===== src/rtl/skinny_masked_pkg.sv =====
`default_nettype none
// +----------------------------------------------------------------------------+
// | skinny_masked_pkg                                                          |
// | Shared constants, FSM encoding and gadget schedule of the masked S8 bank.  |
// | Revision: 1.0                                                              |
// +----------------------------------------------------------------------------+
package skinny_masked_pkg;

  localparam int SW            = 8;
  localparam int RW            = 16;
  localparam int LEVELS        = 4;
  localparam int CYC_PER_LEVEL = 2;
  localparam int NUM_CFN       = 8;
  localparam int CNT_W         = $clog2(LEVELS * CYC_PER_LEVEL);
  localparam logic [CNT_W-1:0] CNT_LAST = CNT_W'(LEVELS * CYC_PER_LEVEL - 1);

  typedef enum logic [1:0] {
    IDLE = 2'd0,
    RUN  = 2'd1,
    DONE = 2'd2
  } state_e;

  // Operand codes 0..7 select input bit b[i]; 8..14 select gadget output a[code-8].
  // The z operand is always an input bit. rnd slice of gadget g is [2g+1:2g].
  typedef struct packed {
    logic [3:0] src_a;
    logic [3:0] src_b;
    logic [2:0] src_z;
    logic [1:0] level;
    logic [2:0] obit;
  } cfn_cfg_t;

  function automatic cfn_cfg_t cfn_cfg(input int g);
    cfn_cfg_t c;
    case (g)
      0:       c = {4'd7,  4'd6,  3'd4, 2'd0, 3'd6};
      1:       c = {4'd3,  4'd2,  3'd0, 2'd0, 3'd5};
      2:       c = {4'd2,  4'd1,  3'd6, 2'd0, 3'd2};
      3:       c = {4'd8,  4'd9,  3'd5, 2'd1, 3'd7};
      4:       c = {4'd9,  4'd3,  3'd1, 2'd1, 3'd3};
      5:       c = {4'd10, 4'd11, 3'd7, 2'd2, 3'd1};
      6:       c = {4'd11, 4'd8,  3'd3, 2'd2, 3'd4};
      7:       c = {4'd12, 4'd13, 3'd2, 2'd3, 3'd0};
      default: c = '0;
    endcase
    return c;
  endfunction

  function automatic logic pick(input logic [3:0] code, input logic [SW-1:0] b,
                                input logic [NUM_CFN-2:0] a);
    return code[3] ? a[code[2:0]] : b[code[2:0]];
  endfunction

  function automatic logic [SW-1:0] perm_out(input logic [NUM_CFN-1:0] a);
    logic [SW-1:0] o;
    cfn_cfg_t      c;
    o = '0;
    for (int g = 0; g < NUM_CFN; g++) begin
      c         = cfn_cfg(g);
      o[c.obit] = a[g];
    end
    return o;
  endfunction

endpackage
`default_nettype wire


===== src/rtl/hpc2_1_sbox8_cfn_sync.sv =====
`default_nettype none
// +----------------------------------------------------------------------------+
// | hpc2_1_sbox8_cfn_sync                                                      |
// | Two-phase HPC2 masked gadget computing f = (~a & ~b) ^ z on two shares.    |
// | Revision: 1.0                                                              |
// +----------------------------------------------------------------------------+
module hpc2_1_sbox8_cfn_sync #(
  parameter bit OUT_NEXT = 1'b0
) (
  input  logic       clk,
  input  logic       rst,
  input  logic       en_p0_i,
  input  logic       en_p1_i,
  input  logic       a0_i,
  input  logic       a1_i,
  input  logic       b0_i,
  input  logic       b1_i,
  input  logic       z0_i,
  input  logic       z1_i,
  input  logic [1:0] r_i,
  output logic       f0_o,
  output logic       f1_o
);

  logic x0, x1, y0_d, y1_d;
  logic y0_q, y1_q, u0_q, u1_q;
  logic m0_d, m1_d, c0_d, c1_d;

  // Negation lands on share 0 only; b is refreshed with r[1] before the AND.
  assign x0   = ~a0_i;
  assign x1   = a1_i;
  assign y0_d = ~b0_i ^ r_i[1];
  assign y1_d = b1_i ^ r_i[1];

  assign m0_d = x0 & y0_q;
  assign m1_d = x1 & y1_q;
  assign c0_d = x0 & (y1_q ^ r_i[0]);
  assign c1_d = x1 & (y0_q ^ r_i[0]);

  always_ff @(posedge clk) begin
    if (rst) begin
      y0_q <= 1'b0;
      y1_q <= 1'b0;
      u0_q <= 1'b0;
      u1_q <= 1'b0;
    end else if (en_p0_i) begin
      y0_q <= y0_d;
      y1_q <= y1_d;
      u0_q <= r_i[0] & ~x0;
      u1_q <= r_i[0] & ~x1;
    end
  end

  generate
    if (OUT_NEXT) begin : g_out_next
      // Last-level gadget: the consumer register samples on the phase-1 edge itself.
      assign f0_o = m0_d ^ c0_d ^ u0_q ^ z0_i;
      assign f1_o = m1_d ^ c1_d ^ u1_q ^ z1_i;
    end else begin : g_out_reg
      logic m0_q, m1_q, c0_q, c1_q;

      always_ff @(posedge clk) begin
        if (rst) begin
          m0_q <= 1'b0;
          m1_q <= 1'b0;
          c0_q <= 1'b0;
          c1_q <= 1'b0;
        end else if (en_p1_i) begin
          m0_q <= m0_d;
          m1_q <= m1_d;
          c0_q <= c0_d;
          c1_q <= c1_d;
        end
      end

      assign f0_o = m0_q ^ c0_q ^ u0_q ^ z0_i;
      assign f1_o = m1_q ^ c1_q ^ u1_q ^ z1_i;
    end
  endgenerate

endmodule
`default_nettype wire


===== src/rtl/skinny_sbox8_hpc2_1_mlane_hs.sv =====
`default_nettype none
// +----------------------------------------------------------------------------+
// | skinny_sbox8_hpc2_1_mlane_hs                                               |
// | Multi-lane 2-share SKINNY S8 bank with valid/ready capture and output.     |
// | Revision: 1.0                                                              |
// +----------------------------------------------------------------------------+
module skinny_sbox8_hpc2_1_mlane_hs
  import skinny_masked_pkg::*;
#(
  parameter int NUM_SBOX = 4,
  parameter int SW       = 8,
  parameter int RW       = 16
) (
  input  logic                   clk,
  input  logic                   rst,
  input  logic                   in_valid,
  output logic                   in_ready,
  input  logic [SW*NUM_SBOX-1:0] si0,
  input  logic [SW*NUM_SBOX-1:0] si1,
  input  logic [RW*NUM_SBOX-1:0] rnd,
  output logic                   out_valid,
  input  logic                   out_ready,
  output logic [SW*NUM_SBOX-1:0] bo0,
  output logic [SW*NUM_SBOX-1:0] bo1
);

  if (SW != skinny_masked_pkg::SW || RW != skinny_masked_pkg::RW ||
      NUM_SBOX < 1 || NUM_SBOX > 16) begin : g_param_check
    $error("skinny_sbox8_hpc2_1_mlane_hs: unsupported SW/RW/NUM_SBOX");
  end

  state_e                 state_q, state_d;
  logic [CNT_W-1:0]       cnt_q, cnt_d;
  logic [SW*NUM_SBOX-1:0] si0_q, si1_q, bo0_q, bo1_q, bo0_d, bo1_d;
  logic [RW*NUM_SBOX-1:0] rnd_q;
  logic [LEVELS-1:0]      en_p0, en_p1;
  logic                   run, last, accept;

  assign run       = (state_q == RUN);
  assign last      = run && (cnt_q == CNT_LAST);
  assign out_valid = (state_q == DONE);
  assign in_ready  = (state_q == IDLE) | ((state_q == DONE) & out_ready);
  assign accept    = in_valid & in_ready;
  assign bo0       = bo0_q;
  assign bo1       = bo1_q;

  always_comb begin
    state_d = state_q;
    cnt_d   = cnt_q;
    unique case (state_q)
      IDLE: begin
        if (in_valid) begin
          state_d = RUN;
          cnt_d   = '0;
        end
      end
      RUN: begin
        cnt_d = cnt_q + 1'b1;
        if (cnt_q == CNT_LAST) state_d = DONE;
      end
      DONE: begin
        if (out_ready) begin
          if (in_valid) begin
            state_d = RUN;
            cnt_d   = '0;
          end else begin
            state_d = IDLE;
          end
        end
      end
      default: state_d = IDLE;
    endcase
  end

  always_ff @(posedge clk) begin
    if (rst) begin
      state_q <= IDLE;
      cnt_q   <= '0;
    end else begin
      state_q <= state_d;
      cnt_q   <= cnt_d;
    end
  end

  always_ff @(posedge clk) begin
    if (rst) begin
      si0_q <= '0;
      si1_q <= '0;
      rnd_q <= '0;
    end else if (accept) begin
      si0_q <= si0;
      si1_q <= si1;
      rnd_q <= rnd;
    end
  end

  always_ff @(posedge clk) begin
    if (rst) begin
      bo0_q <= '0;
      bo1_q <= '0;
    end else if (last) begin
      bo0_q <= bo0_d;
      bo1_q <= bo1_d;
    end
  end

  // Level L owns cnt 2L (phase 0) and 2L+1 (phase 1).
  always_comb begin
    en_p0 = '0;
    en_p1 = '0;
    if (run) begin
      if (cnt_q[0]) en_p1[cnt_q[CNT_W-1:1]] = 1'b1;
      else          en_p0[cnt_q[CNT_W-1:1]] = 1'b1;
    end
  end

  generate
    for (genvar k = 0; k < NUM_SBOX; k++) begin : g_lane
      logic [SW-1:0]      b0, b1;
      logic [RW-1:0]      r;
      logic [NUM_CFN-2:0] fm0, fm1;
      logic [NUM_CFN-1:0] ga0, ga1;

      assign b0 = si0_q[k*SW +: SW];
      assign b1 = si1_q[k*SW +: SW];
      assign r  = rnd_q[k*RW +: RW];

      for (genvar g = 0; g < NUM_CFN; g++) begin : g_cfn
        localparam cfn_cfg_t CFG = cfn_cfg(g);
        logic o0, o1;

        hpc2_1_sbox8_cfn_sync #(
          .OUT_NEXT(g == NUM_CFN - 1)
        ) u_cfn (
          .clk     (clk),
          .rst     (rst),
          .en_p0_i (en_p0[CFG.level]),
          .en_p1_i (en_p1[CFG.level]),
          .a0_i    (pick(CFG.src_a, b0, fm0)),
          .a1_i    (pick(CFG.src_a, b1, fm1)),
          .b0_i    (pick(CFG.src_b, b0, fm0)),
          .b1_i    (pick(CFG.src_b, b1, fm1)),
          .z0_i    (b0[CFG.src_z]),
          .z1_i    (b1[CFG.src_z]),
          .r_i     (r[2*g +: 2]),
          .f0_o    (o0),
          .f1_o    (o1)
        );

        assign ga0[g] = o0;
        assign ga1[g] = o1;

        if (g < NUM_CFN - 1) begin : g_fwd
          assign fm0[g] = o0;
          assign fm1[g] = o1;
        end
      end

      assign bo0_d[k*SW +: SW] = perm_out(ga0);
      assign bo1_d[k*SW +: SW] = perm_out(ga1);
    end
  endgenerate

endmodule
`default_nettype wire


===== config.mk =====
export PLATFORM = sky130hd
export DESIGN_NAME = skinny_sbox8_hpc2_1_mlane_hs
export DESIGN_NICKNAME = d
export VERILOG_FILES = /design/src/rtl/skinny_masked_pkg.sv /design/src/rtl/hpc2_1_sbox8_cfn_sync.sv /design/src/rtl/skinny_sbox8_hpc2_1_mlane_hs.sv
export SDC_FILE = /design/constraint.sdc
export NUM_CORES = 1
export LEC_CHECK = 0
export CAP_MARGIN = 20
export CORE_UTILIZATION = 54
export CTS_CLUSTER_DIAMETER = 80
export DETAILED_ROUTE_END_ITERATION = 6
export HOLD_SLACK_MARGIN = 0.03
export PLACE_DENSITY = 0.77
export RECOVER_POWER = 25
export SYNTH_ARGS = -nofsm -noshare
export SYNTH_HDL_FRONTEND = slang
export SYNTH_SLANG_ARGS = --single-unit

===== constraint.sdc =====
create_clock -name clk -period 2.45 [get_ports clk]
set_clock_uncertainty 0.1 [all_clocks]
set_input_delay 0.3675 -clock clk [delete_from_list [all_inputs] [get_ports clk]]
set_output_delay 0.3675 -clock clk [all_outputs]
set_load 0.02 [all_outputs]

Word-level counts from Yosys, hierarchy flattened

Cells that the tools add are included.

Register bits after elaboration: 437
Bits in latches: 0
RAM bits: 0
Bits in read-only memories: 0
Input bits: 132
Output and inout port bits: 66
Word-level logic and storage cells: 867
Memories: 0

Add/sub/neg operators: 1
$mul: 0
Div/mod/pow operators: 0
Magnitude comparators: 2
Equal/unequal tests: 6
Shift operators: 0
Muxes and demuxes: 14
Bitwise logic cells: 591
Reduce and logical (&&, ||, !) cells: 6

Operator list:

| cell                                                               | number |
|---|---|
| bitwise XOR 1 bit                                                  | 320 |
| bitwise AND 1 bit                                                  | 194 |
| NOT 1 bit                                                          | 76 |
| two-way mux 3 bit                                                  | 4 |
| one-hot mux 3 bit (3 select lines)                                 | 1 |
| two-way mux 4 bit                                                  | 2 |
| two-way mux 2 bit                                                  | 3 |
| one-hot mux 2 bit (3 select lines)                                 | 1 |
| != test 2 x 1 -> 1 bit (second input constant)                     | 2 |
| adder 3 x 1 -> 3 bit (second input constant)                       | 1 |
| equality test 3 bit (second input constant)                        | 1 |
| less-than comparator 2 x 3 -> 1 bit (second input constant)        | 1 |
| AND reduction 3 bit                                                | 1 |
| nonzero test 3 bit                                                 | 1 |
| demux 1 bit (select 2 bit)                                         | 1 |
| equality test 2 x 1 -> 1 bit (second input constant)               | 1 |
| equality test 2 bit (second input constant)                        | 1 |
| greater-or-equal comparator 2 x 1 -> 1 bit (second input constant) | 1 |
| logical AND 1 bit                                                  | 2 |
| logical NOT 2 bit                                                  | 1 |
| two-way mux 1 bit                                                  | 2 |
| != test 2 bit (second input constant)                              | 1 |
| AND reduction 2 bit                                                | 1 |
| OR 1 bit                                                           | 1 |

Depth between registers and ports, before layout

Depth after elaboration: 8
Mapped depth: 8
Gate-level depth less buffers: 6

By module

Synthesis repeated with hierarchy kept, for this count alone.

Cell total of the unflattened synthesis: 2146
Area, all modules: 20319.5 sq um

By module, submodules not included:

| module                                               | times used | cells an instance | area each (sq um) | sequential area each (sq um) |
|---|---|---|---|---|
| hpc2_1_sbox8_cfn_sync (g_lane[0].g_cfn[0].u_cfn ...) | 28         | 42                | 396.6             | 160.2 |
| skinny_sbox8_hpc2_1_mlane_hs                         | 1          | 878               | 8298.0            | 3943.8 |
| hpc2_1_sbox8_cfn_sync (g_lane[0].g_cfn[7].u_cfn ...) | 4          | 23                | 229.0             | 80.1 |

Least setup slack after synthesis

OpenSTA, ideal clock, no wires.

Path kind: reg-to-reg
Start: register cnt_q[1]
End: register bo0_q[16], in the netlist bo0[16]
Setup time: 0.062 ns
Arrival: 1.756 ns
Data required time: 2.288 ns
Slack: 0.532 ns
Stages on the path, launching flop included: 9
Clock period less this slack: 1.918 ns
Path through: dfxtp_1 ha_1 ha_1 and3b_1 buf_2 buf_4 nand2_1 or4_1 nand3_1

Longest elaborated chain between the ends: 2

Ends and longest elaborated chain:

| item                     | line                                | text |
|---|---|---|
| start: declaration       | skinny_sbox8_hpc2_1_mlane_hs.sv:33  | `logic [CNT_W-1:0] cnt_q, cnt_d;` |
| start signal: assignment | skinny_sbox8_hpc2_1_mlane_hs.sv:81  | `cnt_q <= cnt_d;` |
| equality test 3 bit      | skinny_sbox8_hpc2_1_mlane_hs.sv:40  | `assign last = run && (cnt_q == CNT_LAST);` |
| logical AND 1 bit        | skinny_sbox8_hpc2_1_mlane_hs.sv:40  |  |
| end signal: assignment   | skinny_sbox8_hpc2_1_mlane_hs.sv:102 | `bo0_q <= bo0_d;` |
| end: declaration         | skinny_sbox8_hpc2_1_mlane_hs.sv:34  | `logic [SW*NUM_SBOX-1:0] si0_q, si1_q, bo0_q, bo1_q, bo0_d, bo1_d;` |

Every way passes these cells.
A chain may end at the register's enable or synchronous reset.

Worst setup path in the final report

Start: register state_q[1]
End: output port in_ready

Longest elaborated chain between the ends: 3
Elaborated cells on any way between the ends: 4
Those cells by class: eq/ne (1); bitwise (2); reduce/logical (1)

Ends and longest elaborated chain:

| item                     | line                               | text |
|---|---|---|
| start: declaration       | skinny_sbox8_hpc2_1_mlane_hs.sv:32 | `state_e state_q, state_d;` |
| start signal: assignment | skinny_sbox8_hpc2_1_mlane_hs.sv:80 | `state_q <= state_d;` |
| equality test 2 bit      | skinny_sbox8_hpc2_1_mlane_hs.sv:42 | `assign in_ready = (state_q == IDLE) \| ((state_q == DONE) & out_ready);` |
| bitwise AND 1 bit        | skinny_sbox8_hpc2_1_mlane_hs.sv:42 |  |
| OR 1 bit *               | skinny_sbox8_hpc2_1_mlane_hs.sv:42 |  |
| end: declaration         | skinny_sbox8_hpc2_1_mlane_hs.sv:17 | `output logic in_ready,` |

Mark *: on every way between the ends. The rest lies on a longest branch, timed or not.

==> run metrics <==
Max transition margin 43.7%; initial core utilization 54.7%; Die Ht 186 um; final worst slack 123 ps; pin count of the biggest net entering global routing 96; max cap viols 0; WS Path Type reg -> out; worst reg2reg path startpoint state_q[1]; core area 0.0334 mm2; Worst EP required 1980 ps; die area 0.0346 mm2; grt ovf 0; CP Max Fanout 9; Cells after Synth 2,154; initial antenna violation count 0; status finished, final reports clean; DRC 0; Num CTS Buffers 43; initial drt markers 1,351; Post-synth EDFFs 0; Root Driver clkbuf_16; vias in the first global route 13,933; CTS clock-pin slew for the worst setup and hold paths 60 ps; Setup TNS Final 0 ps; CTS max path bufs 3; Post-DP HPWL 32,500 um; Routed Antenna Nets 0; Hold Crit Depth 2; Worst Max-Slew Pin Slew 842 ps; WP data arrival 1860 ps; CTS sink count 437; dominant synthesized flop cell dfxtp_1; Area Growth Syn to Fin 20.3%; final setup fails 0; Synth cell types 35; cell area after synthesis 0.0183 mm2; # Post-CTS Setup Buffers 0; Period Utilization, post-route 95.0%; drt wl/cell 16.4 um; WL final 45,700 um; Tmin final 2330 ps; YS warnings 0; post-synthesis register bit count 437; Buffers on Ports 197; Seq/Total Area, Yosys 47.9%; R2R setup slack 170 ps; Post-Place Worst Slack 233 ps; I/O pins 198; RSZ-0062 raised after global routing no; fmax 0.430 GHz; RR Endpoint si1_q[10]; Final Slew Violations 0; width of the die 186 um; power density over cell area 697 mW/mm2; via/cell ratio 5.47; CP Capture Type output port; layout cells sized above 1 4.59%; Total Routing Usage GR 26.3%; drt first pass iters 5; Vias 15,200; peak supply drop 0.507 mV; Avg Inst Size Synth 8.49 um2; Hold EP g_lane[0].g_cfn[5].u_cfn.g_out_reg.c0_q; Syn Nets 2,288; Inserted Diodes 0; clk_lat worst skew 550 ps; Site Rows 67; first-pass GRT wire length 72,100 um; CTS tree yes; Placer Congestion 0.837; ys async rst share 0%; Fin. Hold Viols 0; htree depth 2; P_leak 7.19 nW; NumNets Final 2,431; hold path startpoint rst; crit start category flop; path depth of the worst reg2reg path 5; Hold Path Class in -> reg
[registers in the layout (all words and copies together) (netlist names)]
signal / flops
g_lane.g_cfn.u_cfn.u1_q: 32
state_q: 2
g_lane.g_cfn.u_cfn.g_out_reg.m0_q: 28
g_lane.g_cfn.u_cfn.g_out_reg.c1_q: 28
cnt_q: 3
g_lane.g_cfn.u_cfn.u0_q: 32
si0_q: 32
bo0: 32
bo1: 32
g_lane.g_cfn.u_cfn.y0_q: 32
g_lane.g_cfn.u_cfn.g_out_reg.m1_q: 28
g_lane.g_cfn.u_cfn.g_out_reg.c0_q: 28
rnd_q: 64
g_lane.g_cfn.u_cfn.y1_q: 32
si1_q: 32
[cells by family after synthesis]
logic type                 share of synthesized area [%]
AOI/OAI and AO/OA                                   13.2
and+or+nand+nor                                     20.6
DFF                                                 47.9
xor gates and xnor gates                            14.6
adders and majority gates                          0.137
buffers and inverters                               3.71
[metal layers]
metal	GRT usage (%)	routed length (um)	vias up
met3	3.68	3240	60
met1	38.0	21200	7160
met5	0	0	-
met2	40.9	20500	509
li1	-	-	7471
met4	7.11	790	0
[worst max path at each step]
stage          cells after the start       start  slack (ps)                                 endpoint
2_1_floorplan                      8    cnt_q[1]         530                                  bo0[16]
3_3_place_gp                       4   out_ready         320                                 in_ready
3_5_place_dp                       6    cnt_q[0]         230                                  bo0[17]
4_1_cts                            3  state_q[1]           7                                out_valid
5_1_grt                            5  state_q[1]          30  g_lane[1].g_cfn[6].u_cfn.g_out_reg.c1_q
6_report                           3  state_q[1]         120                                 in_ready
[critical path: stages (launching register included)]
cell and delay (ps):
dfxtp_1 380, buf_4 190, a21oi_1 120, clkdlybuf4s50_1 620
[power breakdown]
group	switching [mW]	internal, mW
Clock	2.70	3.74
Sequential	0.263	7.29
Combinational	0.709	0.625
Total	3.67	11.7
[cell usage in the layout (no fill, tap or decap), drive strengths merged, types with 39 or more instances in the layout]
cell type,count
nand2,481
dfxtp,437
a21oi,325
xnor2,252
clkdlybuf4s50,195
nand3,103
nor2,95
a211oi,84
nand3b,81
clkbuf,78
xor2,52
buf,39
[synthesized netlist by cell type, drive strengths merged (2+ instances only)]
library cell | instances | area, um2
nand2b | 4 | 25.0
and3b | 2 | 17.5
xor2 | 52 | 455
nand2 | 481 | 1810
a21oi | 325 | 1630
dfxtp | 437 | 8750
buf | 69 | 385
nor3 | 13 | 76.3
xnor2 | 252 | 2210
nand3 | 103 | 515
or3 | 30 | 188
nor2 | 95 | 364
and2 | 4 | 25.0
ha | 2 | 25.0
clkbuf | 75 | 282
a211oi | 84 | 631
o21ai | 25 | 125
nand3b | 81 | 608
or4 | 9 | 67.6
inv | 3 | 11.3
[layout make-up]
cell class | count | area [um2]
Fill cell | 2738 | 11500
Sequential cell | 437 | 8750
Inverter | 3 | 11.3
Multi-Input combinational cell | 1570 | 8820
Clock inverter | 6 | 76.3
Timing Repair Buffer | 242 | 2470
Clock buffer | 71 | 1300
Tap cell | 448 | 561
[repair_timing]
item | CTS | global route
hold buffers | 0 | 0
hold endpoints to repair | 0 | 0
setup endpoints to repair | 1 | 1
resized for setup | 1 | 1
[per-stage QoR]
| step | total power, mW | util [%] | instances | hold WS, ps | area, um2 |
|---|---|---|---|---|---|
| 3_3_place_gp | 9.00 | 61.9 | 2700 | 351 | 20700 |
| 3_5_place_dp | 9.04 | 61.9 | 2700 | 356 | 20700 |
| 5_1_grt | 15.8 | 65.8 | 2777 | 185 | 22000 |
| 6_report | 15.3 | 65.8 | 2777 | 174 | 22000 |
| 4_1_cts | 15.4 | 66.0 | 2777 | 156 | 22100 |
| 2_1_floorplan | 8.45 | - | 2154 | 343 | 18300 |
(Power assumes the default switching activity.)
